$ cat config.mk
export PLATFORM = sky130hd
export DESIGN_NAME = snk_game_ctrl
export DESIGN_NICKNAME = d
export VERILOG_FILES = /design/src/rtl/snk_game_ctrl.sv
export SDC_FILE = /design/constraint.sdc
export NUM_CORES = 1
export LEC_CHECK = 0
export BUFFER_PORTS_ARGS = -buffer_cell sky130_fd_sc_hd__buf_4
export CORE_ASPECT_RATIO = 0.7
export CORE_MARGIN = 4
export CORE_UTILIZATION = 50
export DETAILED_ROUTE_END_ITERATION = 8
export HOLD_SLACK_MARGIN = 0.05
export PLACE_DENSITY = 0.77
export SYNTH_ARGS = -nofsm -noshare
export SYNTH_HDL_FRONTEND = slang
export SYNTH_SLANG_ARGS = --single-unit
$ cat constraint.sdc
create_clock -name CLK -period 5.1 [get_ports CLK]
set_clock_uncertainty 0.15 [all_clocks]
set_input_delay 0 -clock CLK [delete_from_list [all_inputs] [get_ports CLK]]
set_output_delay 0 -clock CLK [all_outputs]
set_load 0.03 [all_outputs]
$ cat src/rtl/snk_game_ctrl.sv
// rtl/snk_game_ctrl.sv - game sequencer for the snake datapath
// Generates the move strobe, filters direction input against reversal,
// places food from an LFSR, detects eating, tracks score and game state.
// Ports:
//   CLK, rst_n        clock, asynchronous active-low reset
//   btn_dir/btn_valid requested direction and its one-cycle qualifier
//   btn_start         one-cycle start/restart strobe
//   snk_head          snake head {on,x,y}, valid the cycle after snk_step
//   snk_dead          snake collision flag
//   snk_dir           committed direction to the snake
//   snk_step          one-cycle move enable to the snake
//   snk_rst           active-high restart to the snake (high in IDLE)
//   score             current score / snake length
//   food              {on,x,y} food position
//   state             00 IDLE, 01 PLAY, 10 DEAD, 11 WIN
module snk_game_ctrl #(
    parameter int unsigned TICK_DIV  = 25_000_000,
    parameter int unsigned MAX_SCORE = 15,
    parameter logic [7:0]  LFSR_SEED = 8'hA5
) (
    input  logic       CLK,
    input  logic       rst_n,
    input  logic [1:0] btn_dir,
    input  logic       btn_valid,
    input  logic       btn_start,
    input  logic [6:0] snk_head,
    input  logic       snk_dead,
    output logic [1:0] snk_dir,
    output logic       snk_step,
    output logic       snk_rst,
    output logic [3:0] score,
    output logic [6:0] food,
    output logic [1:0] state
);

    localparam int unsigned    CW        = (TICK_DIV > 1) ? $clog2(TICK_DIV) : 1;
    localparam logic [CW-1:0]  CNT_LAST  = CW'(TICK_DIV - 1);
    localparam logic [CW-1:0]  CNT_PRE   = CW'(TICK_DIV - 2);
    localparam logic [3:0]     SCORE_MAX = 4'(MAX_SCORE);
    localparam logic [6:0]     FOOD_RST  = 7'b1_101_101;

    typedef enum logic [1:0] {
        ST_IDLE = 2'b00,
        ST_PLAY = 2'b01,
        ST_DEAD = 2'b10,
        ST_WIN  = 2'b11
    } state_t;

    state_t        state_q, state_d;
    logic [CW-1:0] cnt_q, cnt_d;
    logic          step_q, step_d;
    logic          eat_chk_q, eat_chk_d;
    logic          rst_q, rst_d;
    logic [1:0]    dir_q, dir_d;
    logic [1:0]    pend_q, pend_d;
    logic [3:0]    score_q, score_d;
    logic [6:0]    food_q, food_d;
    logic [7:0]    lfsr_q, lfsr_d;
    logic [1:0]    ref_dir;

    // Only the position bits of the head take part in eat/refill decisions.
    logic unused_head_on;
    assign unused_head_on = snk_head[6];

    always_comb begin
        state_d   = state_q;
        cnt_d     = cnt_q;
        step_d    = 1'b0;
        eat_chk_d = step_q;
        dir_d     = dir_q;
        pend_d    = pend_q;
        score_d   = score_q;
        food_d    = food_q;
        ref_dir   = dir_q;
        // x^8+x^6+x^5+x^4+1, shifting towards the MSB
        lfsr_d    = {lfsr_q[6:0], lfsr_q[7] ^ lfsr_q[5] ^ lfsr_q[4] ^ lfsr_q[3]};

        case (state_q)
            ST_IDLE: begin
                if (btn_start) begin
                    state_d = ST_PLAY;
                    score_d = '0;
                    dir_d   = 2'b00;
                    pend_d  = 2'b00;
                    cnt_d   = '0;
                    food_d  = FOOD_RST;
                end
            end
            ST_PLAY: begin
                cnt_d = (cnt_q == CNT_LAST) ? '0 : cnt_q + 1'b1;

                // On the step cycle the pending value is what becomes committed,
                // so a coincident button is judged against it.
                if (step_q) begin
                    ref_dir = pend_q;
                    dir_d   = pend_q;
                end
                if (btn_valid && !((btn_dir[1] == ref_dir[1]) && (btn_dir[0] != ref_dir[0])))
                    pend_d = btn_dir;

                if (snk_dead) begin
                    state_d = ST_DEAD;
                end else if (score_q == SCORE_MAX) begin
                    state_d = ST_WIN;
                end else begin
                    // Pre-decode so the registered strobe lines up with cnt==TICK_DIV-1.
                    step_d = (cnt_q == CNT_PRE);
                    if (eat_chk_q && food_q[6] && (snk_head[5:0] == food_q[5:0])) begin
                        score_d   = (score_q < SCORE_MAX) ? score_q + 4'd1 : SCORE_MAX;
                        food_d[6] = 1'b0;
                    end else if (!food_q[6] && (lfsr_q[5:0] != snk_head[5:0])) begin
                        food_d = {1'b1, lfsr_q[5:0]};
                    end
                end
            end
            default: begin
                if (btn_start)
                    state_d = ST_IDLE;
            end
        endcase

        rst_d = (state_d == ST_IDLE);
    end

    always_ff @(posedge CLK or negedge rst_n) begin
        if (!rst_n) begin
            state_q   <= ST_IDLE;
            cnt_q     <= '0;
            step_q    <= 1'b0;
            eat_chk_q <= 1'b0;
            rst_q     <= 1'b1;
            dir_q     <= 2'b00;
            pend_q    <= 2'b00;
            score_q   <= '0;
            food_q    <= FOOD_RST;
            lfsr_q    <= LFSR_SEED;
        end else begin
            state_q   <= state_d;
            cnt_q     <= cnt_d;
            step_q    <= step_d;
            eat_chk_q <= eat_chk_d;
            rst_q     <= rst_d;
            dir_q     <= dir_d;
            pend_q    <= pend_d;
            score_q   <= score_d;
            food_q    <= food_d;
            lfsr_q    <= lfsr_d;
        end
    end

    assign snk_dir  = dir_q;
    assign snk_step = step_q;
    assign snk_rst  = rst_q;
    assign score    = score_q;
    assign food     = food_q;
    assign state    = state_q;

endmodule

# Yosys cells after proc, flatten, opt, wreduce, memory -nomap -nowiden
# Index checks and enable logic that the tools add are counted.
[totals]
ff_bits = 53
inputBits = 14
out_inout_bits = 17
wordCells = 78
[op_classes]
n_addsub = 2
order_cmp = 1
n_eq_ne = 16
mux = 30
bitwise_logic = 3
reduce_logical = 15
[op_table]
columns = ["operator", "n"]
rows = [
  ["== test 25 bit, second input constant", 2],
  ["two-way mux 25 bit", 2],
  ["case mux 25 bit (2 select lines)", 1],
  ["two-way mux 7 bit", 4],
  ["adder 25 x 1 -> 25 bit, second input constant", 1],
  ["two-way mux 4 bit", 5],
  ["two-way mux 2 bit", 8],
  ["inequality test 2 bit, second input constant", 7],
  ["case mux 7 bit (2 select lines)", 1],
  ["case mux 2 bit (2 select lines)", 3],
  ["AND reduction 5 bit", 2],
  ["case mux 4 bit (2 select lines)", 1],
  ["== test 6 bit", 1],
  ["two-way mux 6 bit", 1],
  ["inequality test 6 bit", 1],
  ["AND reduction 6 bit", 1],
  ["logical AND 1 bit", 5],
  ["adder 4 x 1 -> 4 bit, second input constant", 1],
  ["== test 4 bit, second input constant", 1],
  ["zero test 2 bit", 2],
  ["< comparator 4 bit, second input constant", 1],
  ["two-way mux 1 bit", 4],
  ["inequality test 3 bit, second input constant", 1],
  ["AND reduction 3 bit", 1],
  ["7 further kinds", 10],
]

# Longest topological paths before layout
# Gate-level depths: netlist of run 1.
[logic_depth]
ltp_word = 8
mapped_depth = 8
ltp_nobuf = 6

# Worst setup path before layout of run 1
# No wires, ideal clock.
[synth_path]
path_type = "reg-to-reg"
start = "register cnt_q[0]"
end = "register cnt_q[22]"
setup_ns = 0.090
t_arrival_ns = 1.978
t_required_ns = 4.860
setup_slack_ns = 2.881
stages_incl_launch_ff = 7
n_path_buf = 1
period_less_slack_ns = 2.219
path_cell_list = "dfrtp_1 -> ha_1 -> nand3_2 -> or4_1 -> buf_2 -> or4_1 -> o221ai_1"
[synth_via]
elab_chain_cells = 3
word_cells_on_any_way = 4
cone_classes = "add/sub: 1; eq/ne: 1; mux: 2"
[synth_lines]
columns = ["element", "line", "rtl"]
rows = [
  ["from (decl)", "50", "logic [CW-1:0] cnt_q, cnt_d;"],
  ["from (signal assigned)", "139", "cnt_q <= cnt_d;"],
  ["adder 25 x 1 -> 25 bit or == test 25 bit (tied branches)", "90", "cnt_d = (cnt_q == CNT_LAST) ? '0 : cnt_q + 1'b1;"],
  ["two-way mux 25 bit (*)", "90", ""],
  ["case mux 25 bit (2 select lines) (*)", "78", "case (state_q)"],
]
# Every way passes the cells marked *; elsewhere a longest branch is shown, timed or not.
# A chain may end at the register's enable or synchronous reset.

# Worst setup path in the final report of run 1
[layout_path]
start = "register state_q[0] (netlist: state[0])"
end = "register food_q[0] (netlist: food[0])"
[layout_via]
elab_chain_cells = 3
word_cells_on_any_way = 10
cone_classes = "eq/ne: 6; mux: 1; reduce/logical: 3"
[layout_lines]
columns = ["element", "line", "rtl"]
rows = [
  ["from (decl)", "49", "state_t state_q, state_d;"],
  ["from (signal assigned)", "138", "state_q <= state_d;"],
  ["== test 2 x 1 -> 1 bit or zero test 2 bit (tied branches)", "78", ""],
  ["inequality test 2 bit (no line) or nonzero test 2 bit (tied branches)", "n/a", ""],
  ["AND reduction 6 bit (no line)", "n/a", ""],
  ["to (signal assigned)", "146", "food_q <= food_d;"],
  ["to (decl)", "57", "logic [6:0] food_q, food_d;"],
]
# Several ways; a longest one is shown, not always the timed one.

==> results.tsv, run 1 <==
stage	metric	value	unit
drt	wirelength	6190	um
clock_network	htree_levels	2	
die	design.core.area	5290	um2
die	row_count	22	
sta	relSlewSlack	18.7	%
global_routing	grt_start_max_net_pins	54	
synth	async_flop_share	100	%
layout	layout-drive-gt1-share	17.1	%
clock_network	cts_buffers	5	
synth	synthesis.nets	300	
layout	layout.cells.most_common_list	dfrtp_1, buf_4, nand2_1	
clock_network	cts-root-buf	clkbuf_8	
sta	setup_viol	0	
layout	area_delta_synth_final	16.2	%
layout	layout_commonest_cell	dfrtp_1	
layout	num-fill-cells	467	
layout	multi_input_area	1300	um2
worst_setup_path	worstSetupPathType	flip-flop to flip-flop	
drt	vias	2330	
global_routing	overflow	0	
global_routing	grt_pass1_wl	10800	um
clock_network	cts_setup_buffers	0	
worst_setup_path	crit_buf_inv	0	
worst_setup_path	critical_path_arrival	2800	ps
pwr	p_leak	1.35	nW
drt	dr.first_iter.drc_count	160	
pwr	ir_worst_vdd	258	uV
global_routing	track_usage	19.1	%
outcome	status	complete, no violations	
synth	ys_ff_latch	53	
clock_network	cts_buffer_depth	2	
worst_setup_path	cp_common_cell	a21oi_1	
clock_network	cts_tree	yes	
worst_setup_path	crit_fanout	13	
placement	place_congestion	0.881	
flow_run	max-cap-violations	0	
placement	placed_cell_area	3000	um2
layout	diodes	0	
worst_setup_path	cp_cell_sequence	nor2b_1 > a21oi_1 > a21o_1 > a21oi_1 > o22a_1	
worst_setup_path	r2r.worst_path.cells	5	
worst_setup_path	cp_slowest_cell	nor2b_1	
synth	ys_types	52	
drt	routed_via_density	6.02	
worst_setup_path	required	5200	ps
sta	rsz0062_at_grt	false	
die	die-area	6770	um2
die	die_y	70.1	um
clock_network	clock-sinks	53	
global_routing	grt_pass1_vias	2186	
worst_setup_path	cp_slowest_stage_delay	740	ps
worst_setup_path	start_kind	flip-flop	
synth	synth_flop_cell	dfrtp_1	
drt	wl_per_cell	16.0	um
sta	period_share	52.9	%
sta	worst_pin_slew	1220	ps
hold_path	min_path_type	input port to asynchronous set/reset pin	
sta	finalSetupTns	0	ps
worst_setup_path	end_kind	flip-flop	
global_routing	antenna_found_initial	0	
worst_setup_path	worstSetupPathDepth	5	
layout	fin_area	3200	um2
sta	period_minus_slack	2700	ps
die	die_width	96.7	um
placement	dp_hpwl	4160	um
clock_network	clock_latency	310	ps
synth	ys_seq_area_share	48.7	%
clock_network	cts.clk_slew.worst_paths	100	ps
placement	io_buffers	29	
drt	drtAntennaViolNets	0	
pwr	powerDensity	428	nW/um2
synth	syn_area_per_cell	9.72	um2
synth	syn-instance-count	283	
die	start_util	52.1	%
synth	yosys_warnings	0	
sta	hold_viol_final	0	
synth	synth_edf_count	0	
drt	route.detailed.drc	0	
sta	slew_viol_final	0	
layout	fin_nets	331	
synth	synthesis.area	2750	um2
worst_setup_path	critPathTopFamily	compound AO/OA/AOI/OAI gates	
die	ioPinCount	31	
pwr	finalPower	0.00137	W
sta	max_freq	370	MHz
layout	seq_area	1340	um2
drt	firstDrtPassIters	4	
==> cells by family (layout without fill, tap and decap cells) <==
| group | after synthesis | in the layout | synth area share (%) |
|---|---|---|---|
| simple gates | 96 | 96 | 18.2 |
| buf+inv | 26 | 58 | 4.27 |
| fa+ha+maj | 3 | 3 | 1.36 |
| compound gates | 85 | 85 | 21.0 |
| xor+xnor | 17 | 17 | 5.41 |
| mux | 3 | 3 | 1.09 |
| flops | 53 | 53 | 48.7 |
==> path summary, 6_finish.rpt <==
check,start,end,slack (ps)
max,state[0]$_DFF_PN0_,food[0]$_DFFE_PN1P_,2400
min,rst_n,snk_dir[0]$_DFFE_PN0P_,110
max reg2reg,state[0]$_DFF_PN0_,food[0]$_DFFE_PN1P_,2400
min reg2reg,lfsr_q[6]$_DFF_PN0_,lfsr_q[7]$_DFF_PN1_,210
max in group asynchronous,rst_n,state[1]$_DFF_PN0_,4230
min in group CLK,snk_head[3],score[3]$_DFFE_PN0P_,120
==> final cells by class <==
type / count / share of cell area [%]
Clock buffer: 6 / 2.58
Clock inverter: 2 / 1.17
Inverter: 12 / 1.41
Multi-Input combinational cell: 204 / 40.6
Sequential cell: 53 / 41.9
Tap cell: 72 / 2.82
Timing Repair Buffer: 38 / 9.55
==> cells in the mapped netlist (4+ instances only) <==
cell      number  area share (%)
buf_2          4            0.73
nor2_1        15             2.0
xnor2_1        7             2.2
nand2_1       27             3.7
nor4_1         7             1.6
xor2_1        10             3.2
and3_1         6             1.4
a41oi_1        4             1.3
inv_1         12             1.6
nand3_1       11             2.0
a21oi_1       12             2.2
o22a_1         5             1.6
nand4_1        6             1.4
a31oi_1       22             5.0
clkbuf_1       7            0.96
dfrtp_1       43              39
nor3_1         6             1.1
a21o_1         6             1.6
dfstp_2       10             9.5
o21ai_0       13             2.4
==> power breakdown <==
group	internal, W	switching (W)	total (W)
Combinational	0.000171	0.000290	0.000461
Sequential	0.000498	0.000109	0.000606
Clock	0.000160	0.000141	0.000301
Total	0.000829	0.000540	0.00137
==> registers in the layout, indices dropped and copies added, names as in the netlist, 2 cells and up <==
signal / cells
state: 2
cnt_q: 25
snk_dir: 2
pend_q: 2
food: 7
lfsr_q: 8
score: 4
==> metrics by stage <==
step | instances | utilization (%) | setup slack, ps | hold slack (ps)
finish | 387 | 60.5 | 2400 | 110
global route | 387 | 60.5 | 2170 | 144
CTS | 387 | 60.5 | 2430 | 107
detailed placement | 371 | 56.7 | 2450 | -69.7
global placement | 371 | 56.7 | 2510 | -74.3
floorplan | 283 | - | 2880 | -446
==> routing by layer <==
layer / global-route usage [%] / vias to the layer above / wire, um
li1: - / 1124 / -
met1: 28.5 / 1135 / 3100
met2: 27.2 / 59 / 2680
met3: 4.39 / 12 / 308
met4: 5.92 / 0 / 99
met5: 0 / - / 0
==> timing repair <==
item                                   CTS  global route
gates resized for setup                  0             0
endpoints found under the hold margin   60             0
hold buffers                             8             0
No activity file was read; power rests on OpenSTA's default activity.
==> run 2, diff against run 1 <==
Settings changed: ABC_AREA from default to 1, PLACE_DENSITY 0.77 to 0.79.
Clock period 5.1 ns to 2.3 ns, I/O delays scaled along.
==> run 2 against run 1 <==
  * Global-route usage rose by 1.9 points
  * Via count rose by 27%
  * Worst setup slack got worse by 2200 ps
  * Cell count rose by 45%
  * Utilization rose by 1.6 points
  * Synthesized cell count rose by 53%
  * Worst hold slack got worse by 14 ps
  * Clock-buffer cell count fell by 1
  * Die area rose by 12%
  * Largest cell class is now multi-input combinational cells
==> results.tsv, run 2 <==
stage	metric	value	unit	change
outcome	status	complete, no violations		
drt	firstDrtPassIters	5		+1
die	die_y	74.1	um	+5.8%
worst_setup_path	crit_fanout	11		-2
sta	max_freq	465	MHz	+26%
drt	wirelength	7540	um	+22%
synth	ys_types	31		-40%
clock_network	cts_buffers	5		unchanged
sta	period_share	93.5	%	+41 points
layout	seq_area	1340	um2	unchanged
flow_run	max-cap-violations	0		unchanged
worst_setup_path	ff2ff_setup_slack	150	ps	-2250 ps
sta	worst_pin_slew	639	ps	-580 ps
synth	synthesis.area	3120	um2	+13%
synth	synth_top_area_share	34.5	%	-4.6 points
clock_network	htree_levels	2		unchanged
die	design.core.area	5900	um2	+12%
global_routing	grt_pass1_wl	12500	um	+16%
sta	hold_viol_final	0		unchanged
layout	area_delta_synth_final	17.3	%	
die	start_util	52.9	%	+0.86 points
synth	ys_seq_area_share	42.9	%	-5.8 points
synth	synth_area_leaders	dfrtp_1, nand2_1, dfstp_2		
die	ioPinCount	31		unchanged
drt	routed_via_density	5.27		-12%
die	row_count	23		+4.5%
clock_network	clock-sinks	53		unchanged
synth	yosys_warnings	0		unchanged
pwr	p_leak	1.75	nW	+30%
drt	drtAntennaViolNets	0		unchanged
worst_setup_path	required	2410	ps	-2790 ps
worst_setup_path	critical_path_arrival	2260	ps	-540 ps
sta	period_minus_slack	2150	ps	-550 ps
worst_setup_path	start_kind	flip-flop		
die	die_width	102	um	+6.0%
layout	multi_input_area	1540	um2	+18%
drt	wl_per_cell	13.5	um	-16%
clock_network	cts.clk_slew.worst_paths	100	ps	about the same
drt	route.detailed.drc	0		unchanged
drt	vias	2952		+27%
synth	synth_common_cells	nand2_1, inv_1, nor2_1		
clock_network	clock_latency	310	ps	about the same
sta	finalSetupTns	0	ps	unchanged
layout	regMostFlops	cnt_q		
sta	relSlewSlack	57.4	%	+39 points
global_routing	track_usage	20.9	%	+1.9 points
layout	layout_commonest_cell	nand2_1		
pwr	powerDensity	808	nW/um2	+89%
clock_network	cts-root-buf	clkbuf_8		
layout	fin_nets	501		+51%
global_routing	grt_pass1_vias	2628		+20%
global_routing	overflow	0		unchanged
layout	diodes	0		unchanged
clock_network	cts_tree	yes		
synth	synth_most_common_cell	nand2_1		
placement	io_buffers	29		unchanged
worst_setup_path	worstSetupPathType	flip-flop to flip-flop		
synth	synthesis.nets	451		+50%
layout	num-fill-cells	524		+12%
drt	dr.first_iter.drc_count	269		+68%
sta	setup_viol	0		unchanged
sta	slew_viol_final	0		unchanged
die	die-area	7590	um2	+12%
pwr	ir_worst_vdd	411	uV	+59%
worst_setup_path	end_kind	flip-flop		
pwr	finalPower	0.00296	W	+120%
synth	syn-instance-count	434		+53%
global_routing	grt_start_max_net_pins	54		unchanged
synth	synth_flop_cell	dfrtp_1		
global_routing	antenna_found_initial	0		unchanged
hold_path	min_path_type	input port to asynchronous set/reset pin		
layout	layout.cells.most_common_list	nand2_1, inv_1, nor2_1		
synth	ys_ff_latch	53		unchanged
synth	syn_area_per_cell	7.19	um2	-26%
sta	rsz0062_at_grt	false		
layout	layout-drive-gt1-share	16.7	%	-0.44 points
clock_network	cts_buffer_depth	2		unchanged
synth	synth_edf_count	0		unchanged
synth	yosysTopAreaCell	dfrtp_1		
placement	place_congestion	0.953		+8.2%
layout	largest_reg_flops	25		unchanged
synth	async_flop_share	100	%	unchanged
placement	dp_hpwl	5610	um	+35%
==> run 2: worst paths after layout <==
kind                                startpoint                     to  cells after the start
min reg2reg                lfsr_q[6]$_DFF_PN0_    lfsr_q[7]$_DFF_PN1_                      0
max reg2reg                 state[0]$_DFF_PN0_  pend_q[1]$_DFFE_PN0P_                      9
min                                      rst_n  cnt_q[14]$_DFFE_PN0P_                      2
min in group CLK                   snk_head[1]   score[0]$_DFFE_PN0P_                      8
max in group asynchronous                rst_n     state[1]$_DFF_PN0_                      2
max                         state[0]$_DFF_PN0_  pend_q[1]$_DFFE_PN0P_                      9
==> run 2: cell families (layout without fill, tap and decap cells) <==
family          count (synthesis)  after routing  synth area share (%)
flops                          53             53                  42.9
buf+inv                        60            111                  7.82
fa+ha+maj                       3              3                  1.20
xor+xnor                       17             17                  4.77
compound gates                 33             33                  6.81
simple gates                  268            268                  36.5
==> run 2: critical path, stage by stage (launching register included) <==
cell and delay (ps):
dfrtp_1 410, inv_2 70, nor2_4 240, clkinvlp_4 230
nor2_1 120, nand2_1 100, nand2_1 100, nand2_1 50
dlygate4sd3_1 560, nand2_1 60
==> run 2: layout make-up <==
| type | instances | area share (%) |
|---|---|---|
| Multi-Input combinational cell | 321 | 42.0 |
| Sequential cell | 53 | 36.6 |
| Timing Repair Buffer | 49 | 10.7 |
| Inverter | 54 | 5.64 |
| Tap cell | 75 | 2.56 |
| Clock buffer | 5 | 1.88 |
| Clock inverter | 3 | 0.615 |
==> run 2: repair_timing <==
action / CTS / global route
resized for setup: 0 / 1
buffers inserted: 0 / 4
setup endpoints to repair: 0 / 2
hold buffers: 11 / 0
endpoints found under the hold margin: 64 / 0
==> run 2: layer usage <==
| layer | track usage, % | share of wire, % | vias to the layer above |
|---|---|---|---|
| met4 | 4.37 | 0.73 | 0 |
| li1 | - | - | 1461 |
| met3 | 3.09 | 7.1 | 9 |
| met2 | 31.2 | 43 | 97 |
| met1 | 32.3 | 49 | 1385 |
| met5 | 0 | 0 | - |
==> run 2: per-stage QoR <==
step                      hold WS, ps  util [%]  cell area [um2]  worst slack, ps  std cells
after detailed placement        -76.0      58.1             3430              451        537
final                            96.2      62.1             3660              150        560
after global placement          -77.2      58.1             3430              502        537
after floorplan                  -446         -             3120              531        434
after global routing              168      62.1             3660             15.2        560
after CTS                         117      61.5             3630              114        556
==> run 2: where the power goes <==
part	switching, W	internal [W]	total, W
sequential	0.000120	0.00109	0.00121
clock	0.000331	0.000214	0.000545
combinational	0.000790	0.000415	0.00121
total	0.00124	0.00172	0.00296
